===== src/rtl/clock_pkg.sv =====
// Shared types and constants for the alarm clock setter.
// State encoding, BCD limits, field codes, seed validity check.
package clock_pkg;

  typedef enum logic [2:0] {
    IDLE   = 3'd0,
    T_HOUR = 3'd1,
    T_MIN  = 3'd2,
    A_HOUR = 3'd3,
    A_MIN  = 3'd4,
    LOAD   = 3'd5
  } state_t;

  localparam int MAX_HOUR = 23;
  localparam int MAX_MIN  = 59;

  localparam logic [1:0] FIELD_NONE = 2'd0;
  localparam logic [1:0] FIELD_HOUR = 2'd1;
  localparam logic [1:0] FIELD_MIN  = 2'd2;

  // True when tens/units form a legal BCD value not above max.
  function automatic logic bcd_ok(
    input logic [3:0] t,
    input logic [3:0] u,
    input int         max
  );
    return (u <= 4'd9) &&
           ((int'(t) * 10 + int'(u)) <= max);
  endfunction

endpackage


===== src/rtl/clock_setter_bcd_wrap_counter.sv =====
// Loadable two-digit BCD up/down counter that wraps 0..MAX.
// Exposes the next value so the owner can register it in step.
module bcd_wrap_counter
  import clock_pkg::*;
#(
  parameter int MAX = 59,
  parameter int TW  = 4
) (
  input  logic          clk_1s,
  input  logic          reset,
  input  logic          load,
  input  logic [TW-1:0] ld1,
  input  logic [3:0]    ld0,
  input  logic          inc,
  input  logic          dec,
  output logic [TW-1:0] nxt1,
  output logic [3:0]    nxt0
);

  localparam logic [TW-1:0] MT = TW'(MAX / 10);
  localparam logic [3:0]    MU = 4'(MAX % 10);

  logic [TW-1:0] d1;
  logic [3:0]    d0;

  // Next value: load (clamped to 00 if illegal), else step with wrap.
  always_comb begin
    nxt1 = d1;
    nxt0 = d0;
    if (load) begin
      if (bcd_ok(4'(ld1), ld0, MAX)) begin
        nxt1 = ld1;
        nxt0 = ld0;
      end else begin
        nxt1 = '0;
        nxt0 = '0;
      end
    end else if (inc) begin
      if (d1 == MT && d0 == MU) begin
        nxt1 = '0;
        nxt0 = '0;
      end else if (d0 == 4'd9) begin
        nxt1 = d1 + TW'(1);
        nxt0 = 4'd0;
      end else begin
        nxt0 = d0 + 4'd1;
      end
    end else if (dec) begin
      if (d1 == '0 && d0 == 4'd0) begin
        nxt1 = MT;
        nxt0 = MU;
      end else if (d0 == 4'd0) begin
        nxt1 = d1 - TW'(1);
        nxt0 = 4'd9;
      end else begin
        nxt0 = d0 - 4'd1;
      end
    end
  end

  // Digit registers.
  always_ff @(posedge clk_1s or posedge reset) begin
    if (reset) begin
      d1 <= '0;
      d0 <= '0;
    end else begin
      d1 <= nxt1;
      d0 <= nxt0;
    end
  end

endmodule


===== src/rtl/clock_setter.sv =====
// Button-driven time/alarm editor feeding the clock core load port.
// Runs on the 1 Hz tick; emits single-cycle LD_time/LD_alarm strobes.
module clock_setter
  import clock_pkg::*;
#(
  parameter int TIMEOUT = 10
) (
  input  logic       clk_1s,
  input  logic       reset,
  input  logic       btn_mode,
  input  logic       btn_sel,
  input  logic       btn_up,
  input  logic       btn_down,
  input  logic [1:0] cur_h1,
  input  logic [3:0] cur_h0,
  input  logic [3:0] cur_m1,
  input  logic [3:0] cur_m0,
  output logic [1:0] H_in1,
  output logic [3:0] H_in0,
  output logic [3:0] M_in1,
  output logic [3:0] M_in0,
  output logic       LD_time,
  output logic       LD_alarm,
  output logic       edit_active,
  output logic [1:0] edit_field
);

  state_t state, nxt;

  logic pm, ps, pu, pd;
  logic mode_e, sel_e, up_e, down_e, any_e;
  logic st_up, st_dn;
  logic in_hour, in_min, in_edit, nxt_edit, tmo;
  logic [5:0] cnt, cnt_n;

  logic h_ld, h_inc, h_dec;
  logic m_ld, m_inc, m_dec;

  logic [1:0] sh1, eh1, ah1, lh1;
  logic [3:0] sh0, sm1, sm0;
  logic [3:0] eh0, em1, em0;
  logic [3:0] ah0, am1, am0;
  logic [3:0] lh0, lm1, lm0;

  assign mode_e = btn_mode & ~pm;
  assign sel_e  = btn_sel  & ~ps;
  assign up_e   = btn_up   & ~pu;
  assign down_e = btn_down & ~pd;
  assign any_e  = mode_e | sel_e | up_e | down_e;
  assign st_up  = up_e & ~down_e;
  assign st_dn  = down_e & ~up_e;

  assign in_hour = (state == T_HOUR) || (state == A_HOUR);
  assign in_min  = (state == T_MIN)  || (state == A_MIN);
  assign in_edit = in_hour | in_min;
  assign nxt_edit = (nxt == T_HOUR) || (nxt == T_MIN) ||
                    (nxt == A_HOUR) || (nxt == A_MIN);
  assign tmo = (cnt == 6'(TIMEOUT - 1)) && !any_e;

  // Seeds: current time from IDLE, alarm shadow from time edit.
  assign sh1 = in_edit ? ah1 : cur_h1;
  assign sh0 = in_edit ? ah0 : cur_h0;
  assign sm1 = in_edit ? am1 : cur_m1;
  assign sm0 = in_edit ? am0 : cur_m0;

  // Next state and edit-register controls; mode > sel > up/down.
  always_comb begin
    nxt   = state;
    h_ld  = 1'b0;
    m_ld  = 1'b0;
    h_inc = 1'b0;
    h_dec = 1'b0;
    m_inc = 1'b0;
    m_dec = 1'b0;
    unique case (state)
      IDLE: begin
        if (mode_e) begin
          nxt  = T_HOUR;
          h_ld = 1'b1;
          m_ld = 1'b1;
        end
      end
      T_HOUR, T_MIN, A_HOUR, A_MIN: begin
        if (mode_e) begin
          if (state == T_HOUR || state == T_MIN) begin
            nxt  = A_HOUR;
            h_ld = 1'b1;
            m_ld = 1'b1;
          end else begin
            nxt = IDLE;
          end
        end else if (sel_e) begin
          if (state == T_HOUR)      nxt = T_MIN;
          else if (state == A_HOUR) nxt = A_MIN;
          else                      nxt = LOAD;
        end else if (tmo) begin
          nxt = IDLE;
        end else begin
          h_inc = in_hour & st_up;
          h_dec = in_hour & st_dn;
          m_inc = in_min  & st_up;
          m_dec = in_min  & st_dn;
        end
      end
      LOAD:    nxt = IDLE;
      default: nxt = IDLE;
    endcase
  end

  // Inactivity counter: runs only while staying in edit states.
  always_comb begin
    cnt_n = 6'd0;
    if (in_edit && nxt_edit && !any_e)
      cnt_n = cnt + 6'd1;
  end

  bcd_wrap_counter #(
    .MAX (MAX_HOUR),
    .TW  (2)
  ) u_hour (
    .clk_1s (clk_1s),
    .reset  (reset),
    .load   (h_ld),
    .ld1    (sh1),
    .ld0    (sh0),
    .inc    (h_inc),
    .dec    (h_dec),
    .nxt1   (eh1),
    .nxt0   (eh0)
  );

  bcd_wrap_counter #(
    .MAX (MAX_MIN),
    .TW  (4)
  ) u_min (
    .clk_1s (clk_1s),
    .reset  (reset),
    .load   (m_ld),
    .ld1    (sm1),
    .ld0    (sm0),
    .inc    (m_inc),
    .dec    (m_dec),
    .nxt1   (em1),
    .nxt0   (em0)
  );

  // State, edge history and inactivity counter.
  always_ff @(posedge clk_1s or posedge reset) begin
    if (reset) begin
      state <= IDLE;
      pm    <= 1'b0;
      ps    <= 1'b0;
      pu    <= 1'b0;
      pd    <= 1'b0;
      cnt   <= 6'd0;
    end else begin
      state <= nxt;
      pm    <= btn_mode;
      ps    <= btn_sel;
      pu    <= btn_up;
      pd    <= btn_down;
      cnt   <= cnt_n;
    end
  end

  // Last loaded value and alarm shadow, captured entering LOAD.
  always_ff @(posedge clk_1s or posedge reset) begin
    if (reset) begin
      lh1 <= '0;
      lh0 <= '0;
      lm1 <= '0;
      lm0 <= '0;
      ah1 <= '0;
      ah0 <= '0;
      am1 <= '0;
      am0 <= '0;
    end else if (nxt == LOAD) begin
      lh1 <= eh1;
      lh0 <= eh0;
      lm1 <= em1;
      lm0 <= em0;
      if (state == A_MIN) begin
        ah1 <= eh1;
        ah0 <= eh0;
        am1 <= em1;
        am0 <= em0;
      end
    end
  end

  // Outputs: edit value while editing/loading, last load in IDLE.
  always_ff @(posedge clk_1s or posedge reset) begin
    if (reset) begin
      H_in1    <= '0;
      H_in0    <= '0;
      M_in1    <= '0;
      M_in0    <= '0;
      LD_time  <= 1'b0;
      LD_alarm <= 1'b0;
    end else begin
      if (nxt == IDLE) begin
        H_in1 <= lh1;
        H_in0 <= lh0;
        M_in1 <= lm1;
        M_in0 <= lm0;
      end else begin
        H_in1 <= eh1;
        H_in0 <= eh0;
        M_in1 <= em1;
        M_in0 <= em0;
      end
      LD_time  <= (state == T_MIN) && (nxt == LOAD);
      LD_alarm <= (state == A_MIN) && (nxt == LOAD);
    end
  end

  assign edit_active = in_edit;

  // Field indicator for the display.
  always_comb begin
    edit_field = FIELD_NONE;
    unique case (1'b1)
      in_hour: edit_field = FIELD_HOUR;
      in_min:  edit_field = FIELD_MIN;
      default: edit_field = FIELD_NONE;
    endcase
  end

endmodule

===== config.mk =====
export PLATFORM = sky130hd
export DESIGN_NAME = clock_setter
export DESIGN_NICKNAME = d
export VERILOG_FILES = /design/src/rtl/clock_pkg.sv /design/src/rtl/clock_setter_bcd_wrap_counter.sv /design/src/rtl/clock_setter.sv
export SDC_FILE = /design/constraint.sdc
export NUM_CORES = 1
export LEC_CHECK = 0
export BUFFER_PORTS_ARGS = -buffer_cell sky130_fd_sc_hd__buf_2
export CAP_MARGIN = 20
export CORE_UTILIZATION = 49
export CTS_BUF_LIST = sky130_fd_sc_hd__clkbuf_8
export DETAILED_ROUTE_END_ITERATION = 12
export HOLD_SLACK_MARGIN = 0.08
export PLACE_DENSITY = 0.8
export SYNTH_ARGS = -nofsm -noshare
export SYNTH_HDL_FRONTEND = slang
export SYNTH_SLANG_ARGS = --single-unit

===== constraint.sdc =====
create_clock -name clk_1s -period 3.9 [get_ports clk_1s]
set_input_delay 0.195 -clock clk_1s [delete_from_list [all_inputs] [get_ports clk_1s]]
set_output_delay 0.195 -clock clk_1s [all_outputs]
set_load 0.005 [all_outputs]

==> After elaboration in Yosys (flattened, before gate mapping) <==
Index checks and enable logic that the tools add are counted.
{ "totals": {"memories": 0, "mem_bits_rw": 0, "latch_bits": 0, "input_bits": 20, "word_cells": 172, "rom_bits": 0, "ff_bits": 71} }
{ "op_classes": {"n_lt_le_gt_ge": 4, "shifts": 0, "bitwise": 20, "n_div": 0, "muxes": 70, "n_mul": 2, "n_eq_ne": 15, "addsub": 11, "reduce_logical": 26} }
{ "ops": {"columns": ["cell", "count"], "rows": [
  ["$mux W4", 30],
  ["$add A32 B5 Y32", 2],
  ["$le A32 B6 Y1 const B", 1],
  ["$le A32 B7 Y1 const B", 1],
  ["$mux W2", 11],
  ["$mux W1", 20],
  ["$mux W3", 5],
  ["$add A4 B1 Y4 const B", 3],
  ["$eq A3 B2 Y1 const B", 4],
  ["$logic_not A4 Y1", 3],
  ["$sub A4 B1 Y4 const B", 3],
  ["$logic_and A1 B1 Y1", 11],
  ["$and A1 B1 Y1", 10],
  ["$eq A3 B3 Y1 const B", 3],
  ["$eq A4 B4 Y1 const B", 2],
  ["$le A4 B4 Y1 const B", 2],
  ["$mul A4 B3 Y7 const B", 1],
  ["$add A6 B1 Y6 const B", 1],
  ["$eq A3 B1 Y1 const B", 2],
  ["$eq A6 B4 Y1 const B", 1],
  ["$logic_not A3 Y1", 2],
  ["$logic_or A1 B1 Y1", 6],
  ["$mux W6", 1],
  ["$not A1 Y1", 6],
  ["14 further kinds", 17]
]} }

==> Depth between registers and ports, before layout <==
{ "depth": {"ltp_word": 18, "depth_mapped": 16, "depth_no_buf": 14} }

==> By module <==
From an unflattened synthesis, not the netlist that was laid out.
{ "unflattened": {"cells_unflattened": 389, "hier_area_um2": 4399.2} }
{ "by_module_without_submodules": {"columns": ["module", "cells_per_inst", "seq_area_each_um2", "instances", "area_per_inst_um2"], "rows": [
  ["clock_setter", 192, 1426.4, 1, 2655.0],
  ["bcd_wrap_counter (u_min)", 112, 200.2, 1, 1008.5],
  ["bcd_wrap_counter (u_hour)", 85, 150.1, 1, 735.7]
]} }

==> Worst setup path after synthesis <==
No wires, ideal clock.
{ "synth_timing": {"path_kind": "register to register", "startpoint": "register state[1]", "endpoint": "register M_in1[3]", "stages_incl_launch_ff": 15, "t_arrival_ns": 3.677, "path_buffers": 2, "t_required_ns": 3.775, "slack_ns": 0.098, "period_less_slack_ns": 3.802, "setup_time_ns": 0.125, "path_cell_list": "dfrtp_1 -> buf_6 -> o21a_4 -> nor2_2 -> buf_2 -> mux2_2 -> ha_1 -> ha_1 -> nor2b_1 -> or3_1 -> nor2b_1 -> o32ai_1 -> mux2i_4 -> a41o_1 -> mux2_2"} }
{ "synth_between": {"elab_chain_len": 11, "elab_cells_between_ends": 44, "cone_classes": "1 x add/sub; 1 x mul; 2 x order compare; 4 x eq/ne; 26 x mux; 3 x bitwise; 7 x reduce/logical"} }
{ "synth_rtl": {"columns": ["item", "line_no", "rtl"], "rows": [
  ["from (decl)", "clock_setter.sv:28", "state_t state, nxt;"],
  ["from (signal assigned)", "clock_setter.sv:157", "state <= nxt;"],
  ["$eq A3 B1 Y1, or another cell as far along", "clock_setter.sv:53, clock_setter.sv:75, clock_setter.sv:85", null],
  ["$logic_or A1 B1 Y1 (on tied branches)", "clock_setter.sv:53, clock_setter.sv:54", null],
  ["$or A1 B1 Y1 / $and A1 B1 Y1 (equally long branches)", "clock_setter.sv:55, clock_setter.sv:102", null],
  ["$mux W4 / $mux W1 (equally long branches)", "clock_setter.sv:63, clock_setter.sv:96", null],
  ["$mul A4 B3 Y7 / $mux W1 (equally long branches)", "clock_pkg.sv:28, clock_setter.sv:92", null],
  ["$add A32 B5 Y32 / $mux W1 (equally long branches)", "clock_pkg.sv:28, clock_setter.sv:84", null],
  ["$le A32 B7 Y1 / $mux W1 (equally long branches)", "clock_pkg.sv:28, clock_setter.sv:75", null],
  ["$logic_and A1 B1 Y1 / $mux W4 (equally long branches)", "clock_pkg.sv:27, clock_setter_bcd_wrap_counter.sv:48", null],
  ["$mux W4 (on tied branches)", "clock_setter_bcd_wrap_counter.sv:31, clock_setter_bcd_wrap_counter.sv:38", null],
  ["$mux W4 *", "clock_setter_bcd_wrap_counter.sv:30", "if (load) begin"],
  ["via em1[3]", "clock_setter.sv:41", "logic [3:0] eh0, em1, em0;"],
  ["$mux W4 *", "clock_setter.sv:201", "if (nxt == IDLE) begin"],
  ["to (signal assigned)", "clock_setter.sv:204", "M_in1 <= lm1;"],
  ["to (signal assigned)", "clock_setter.sv:209", "M_in1 <= em1;"],
  ["to (decl)", "clock_setter.sv:20", "output logic [3:0] M_in1,"]
]} }
The timed path passes the listed nets; every way through them passes the cells marked *.
A chain may end at the register's enable or synchronous reset.

==> Worst setup path after layout <==
{ "layout_timing": {"startpoint": "register state[0]", "endpoint": "register M_in0[1]"} }
{ "layout_between": {"elab_chain_len": 11, "elab_cells_between_ends": 44, "cone_classes": "1 x add/sub; 1 x mul; 2 x order compare; 4 x eq/ne; 26 x mux; 3 x bitwise; 7 x reduce/logical"} }
{ "layout_rtl": {"columns": ["item", "line_no", "rtl"], "rows": [
  ["$eq A3 B1 Y1, or another cell as far along", "clock_setter.sv:53, clock_setter.sv:75, clock_setter.sv:85", null],
  ["$logic_or A1 B1 Y1 (on tied branches)", "clock_setter.sv:53, clock_setter.sv:54", null],
  ["$or A1 B1 Y1 / $and A1 B1 Y1 (equally long branches)", "clock_setter.sv:55, clock_setter.sv:102", null],
  ["$mux W4 / $mux W1 (equally long branches)", "clock_setter.sv:63, clock_setter.sv:96", null],
  ["$mul A4 B3 Y7 / $mux W1 (equally long branches)", "clock_pkg.sv:28, clock_setter.sv:92", null],
  ["$add A32 B5 Y32 / $mux W1 (equally long branches)", "clock_pkg.sv:28, clock_setter.sv:84", null],
  ["$le A32 B7 Y1 / $mux W1 (equally long branches)", "clock_pkg.sv:28, clock_setter.sv:75", null],
  ["$logic_and A1 B1 Y1 / $mux W4 (equally long branches)", "clock_pkg.sv:27, clock_setter_bcd_wrap_counter.sv:48", null],
  ["$mux W4 (on tied branches)", "clock_setter_bcd_wrap_counter.sv:31, clock_setter_bcd_wrap_counter.sv:38", null],
  ["$mux W4 *", "clock_setter_bcd_wrap_counter.sv:30", null],
  ["via em0[1]", "clock_setter.sv:41", null],
  ["$mux W4 *", "clock_setter.sv:201", null],
  ["to (signal assigned)", "clock_setter.sv:205", "M_in0 <= lm0;"],
  ["to (signal assigned)", "clock_setter.sv:210", "M_in0 <= em0;"],
  ["to (decl)", "clock_setter.sv:21", "output logic [3:0] M_in0,"]
]} }
Marks and branches as above.

==> results.txt <==
- Run status: finished, final reports clean
- Number of buffers and inverters on the critical path: 0
- The worst-case IR drop observed on VDD is 0.3502 mV.
* CTS H-tree lvls: 3
* Final cycle utilization of the critical path: 98.32%
- After synthesis the netlist holds a flip-flop and latch count of 71.
- 39 I/O pins were placed.
- The detailed router put a total of 4.896 mm of wire on met1.
- Proportion of power drawn by combinational gates: 51.2%
- Final weighted congestion in routability-driven placement: 0.9704
- Total number of vias: 3866
* Final-report setup violation count: 0
- Count of antenna diodes in the layout: 0
* Number of instances in the synthesized netlist: 486
- Dominant combinational cell family by area after synthesis: simple AND/OR/NAND/NOR gates
* Slew headroom: 35.48%
- CTS saw 71 sinks.
- Before antenna repair, the detailed router went through 5 iterations.
- Of the total power, the share spent switching nets is 43.11%.
- STA puts the critical path data required time at 4140 ps.
* Final Hold Violating Endpoints: 0
- Starting DRC count in detailed routing: 305
- Cells with a size suffix above 1 make up 22.89% of the layout.
- Post-layout net count: 576
- Post-synth EDFFs: 0
- Sequential area share after synthesis: 39.34%
- Die Area: 0.009606 mm2
- Buffer type at the clock tree root: sky130_fd_sc_hd__clkbuf_8
- The die is 98.01 um wide.
- Via/cell ratio: 6.031
- Along the worst path, the maximum fanout reaches 8.
* Highest routed layer: met4
- Post-synthesis xor/xnor area fraction: 2.105%
- Antenna violations before repair: 0
* Met3 WL: 677 um
- Dominant register cell in the synthesized netlist: sky130_fd_sc_hd__dfrtp_1
- FMAX: 260.8 MHz
* Worst min-delay path category: primary input to flop
- In this run the remaining antenna-violating nets after routing total 0.
- IO Port Bufs: 38
* Fraction of power consumed by sequential logic: 33.2%
- Max_cap viols: 0
- Clock insertion delay at the later pin of the skew report: 370 ps
- Critical path startpoint category: flop
* HPWL after DPL: 8.165 mm
* Compound-gate portion of the synthesized area: 15.65%
- Yosys warning total: 0
* Cell type of the slowest stage on the worst timing path: sky130_fd_sc_hd__dfrtp_1
* Switching power total: 1.562 mW
- Standard-cell rows: 34
- Number of filler instances in the final layout: 722
* Area growth from synthesis to final layout: 13.13%
- Clock network fraction of total power: 15.6%
- PD cells: 708.9 mW/mm2
- Cell internal power was estimated by the tool at 2.061 mW.
- Initial core utilization: 51.29%
- The routed design has 11.15 mm of wire.
- A synthesized cell averages 9.294 um2.
- Remaining design rule violation count: 0
- Setup slack on the worst reg-to-reg path comes out at 70 ps.
- Global routing used 24.41% of the available tracks across all layers.
- Proportion of synthesized area in mux cells: 8.172%
* Cell chain of the critical path: o21a_4 > nor2_4 > mux2_2 > ha_1 > ha_1 > nor2b_1 > or3_1 > nor2b_1 > o32ai_1 > mux2i_4 > a41o_1 > mux2_2
- Vert. Die Dim: 98.01 um
- Synth Net Count: 532
* Share of flip-flops with an asynchronous set or reset after synthesis: 100.0%
- Final Power: 3.622 mW
- STA classifies the critical path endpoint as a flop.
- Worst-case clock buffer depth: 2
- TritonCTS built the clock tree.
* Time the final worst path needs with I/O delays and setup: 3835 ps
- Largest net degree at the start of global routing: 48
- Data on the critical path arrives at its endpoint at 4080 ps.
* Number of distinct library cells after synthesis: 73
- Wire length of the first global-routing pass: 18.35 mm
- Global routing finished with a remaining overflow of 0.
* Clock slew at the register clock pins of the worst setup and hold paths: 70 ps
* Post-synth design cell area: 0.004517 mm2
- For this design the static power due to leakage is 2.329 nW.
- Clock buffers created by TritonCTS: 9
- Wire length per cell: 17.40 um
- WS Path Type: flop to flop
- For the pin with the worst max-slew slack, the measured transition is 967.8 ps.
- Routed met2 length: 5.284 mm
- Setup repair after global routing missed its margin: true
* Via count of the first global-routing pass: 3766
- Cell family with the largest share of critical-path delay: compound AO/OA/AOI/OAI gates
- Measured on the finished design, the core utilization comes to 58.03%.
- The largest single stage delay on the critical path is 430 ps.
- Core ar.: 0.008806 mm2
- The synthesized netlist devotes 7.701% of its cell area to adder and majority cells.
- Simple-gate area share of the yosys netlist: 22.27%
- Slew Viols, Final: 0
- The clock arrives with 12.86 ps of skew.
-- tightest hold or removal path, stage by stage --
cell and delay, ps:
sky130_fd_sc_hd__buf_2 100, sky130_fd_sc_hd__nor4b_1 60, sky130_fd_sc_hd__o21ai_2 120, sky130_fd_sc_hd__a21oi_2 70
-- per-layer routing --
layer  vias to the layer above  global-route usage, %
li1                       1814                      -
met1                      1866                  32.99
met2                       156                  38.14
met3                        30                  3.937
met4                         0                  12.24
met5                         -                      0
-- synthesized netlist by cell type (all sizes together), types with 4 or more instances --
master	count	area share, %
nand3	20	2.5
dfrtp	71	39
inv	27	2.2
nor4	8	1.8
a21oi	29	3.5
nor3	9	1.3
a41o	5	1.1
xnor2	6	1.3
nor2b	7	0.97
buf	12	1.5
nand2b	7	1.0
nand2	53	4.4
mux2i	6	1.6
and3	5	0.91
clkbuf	11	0.94
nand3b	5	0.83
o21ai	32	3.7
nor2	50	4.4
or4	4	0.66
ha	23	6.4
mux2	26	6.6
nor3b	4	0.66
xor2	4	0.78
nand4	6	0.83
a31oi	13	1.9
-- final timing paths --
| kind | from | endpoint | cells after the start |
|---|---|---|---|
| worst max-delay path | state[0] | M_in0[1] | 12 |
| worst min-delay path | cur_h0[1] | u_hour.d0[3] | 4 |
| worst max register to register | state[0] | M_in0[1] | 12 |
| worst min register to register | lm0[3] | M_in0[3] | 2 |
| max in group asynchronous | reset | am0[3] | 4 |
| min in group asynchronous | reset | M_in0[3] | 3 |
-- cells by family (layout without fill, tap and decap cells) --
| logic type | Yosys count | count (layout) |
|---|---|---|
| fa+ha+maj | 26 | 26 |
| buf+inv | 51 | 98 |
| mux | 32 | 32 |
| xor+xnor | 10 | 10 |
| flops | 71 | 71 |
| compound gates | 107 | 107 |
| simple gates | 189 | 189 |
-- stage by stage --
| step | instance area (um2) | setup WS, ps | TNS, ps | hold slack [ps] | std cells |
|---|---|---|---|---|---|
| 2_1_floorplan | 4517 | 98.36 | 0 | 226.4 | 486 |
| 5_1_grt | 5110 | -70.60 | -438.2 | 233.2 | 641 |
| 6_report | 5110 | 65.49 | 0 | 229.4 | 641 |
| 3_3_place_gp | 4828 | 152.4 | 0 | 329.7 | 621 |
| 4_1_cts | 5050 | 35.90 | 0 | 101.7 | 639 |
| 3_5_place_dp | 4828 | -26.78 | -56.68 | 335.3 | 621 |
-- cells in the final DEF (no fill, tap or decap), drive strengths merged, types with 8 or more instances in the layout --
cell / instances
ha: 23
nor4: 8
nor3: 9
nand3: 20
mux2: 26
o21ai: 32
nor2: 50
dfrtp: 71
clkbuf: 9
inv: 28
a21oi: 29
a31oi: 13
nand2: 53
buf: 51
-- what timing repair did --
| item | CTS | global route |
|---|---|---|
| hold buffers | 4 | 1 |
| endpoints found under the hold margin | 4 | 16 |
| pin swaps | 0 | 1 |
| gates cloned | 0 | 0 |
| gates resized for setup | 1 | 5 |
| endpoints found under the setup margin | 5 | 11 |
| setup buffers | 0 | 0 |
-- layout make-up --
cell class / instances / area [um2] / area share, %
Sequential cell: 71 / 1777 / 34.77
Clock buffer: 9 / 123.9 / 2.424
Clock inverter: 5 / 52.55 / 1.028
Inverter: 28 / 105.1 / 2.057
Tap cell: 108 / 135.1 / 2.644
Multi-Input combinational cell: 364 / 2566 / 50.22
Timing Repair Buffer: 56 / 350.3 / 6.856
-- power groups by stage --
stage	Clock, mW	Combinational [mW]	Sequential, mW
floorplan	0	1.34	1.13
global placement	0	1.71	1.19
detailed placement	0	1.78	1.21
CTS	0.567	1.80	1.19
global route	0.595	2.04	1.23
finish	0.566	1.85	1.20
-- state kept, by name, indices dropped and copies added (netlist names), 3 cells and up --
name,flops
lh0,4
M_in0,4
lm1,4
am0,4
am1,4
H_in0,4
u_min.d1,4
cnt,6
u_hour.d0,4
u_min.d0,4
ah0,4
lm0,4
state,3
M_in1,4
(Power assumes the default switching activity.)
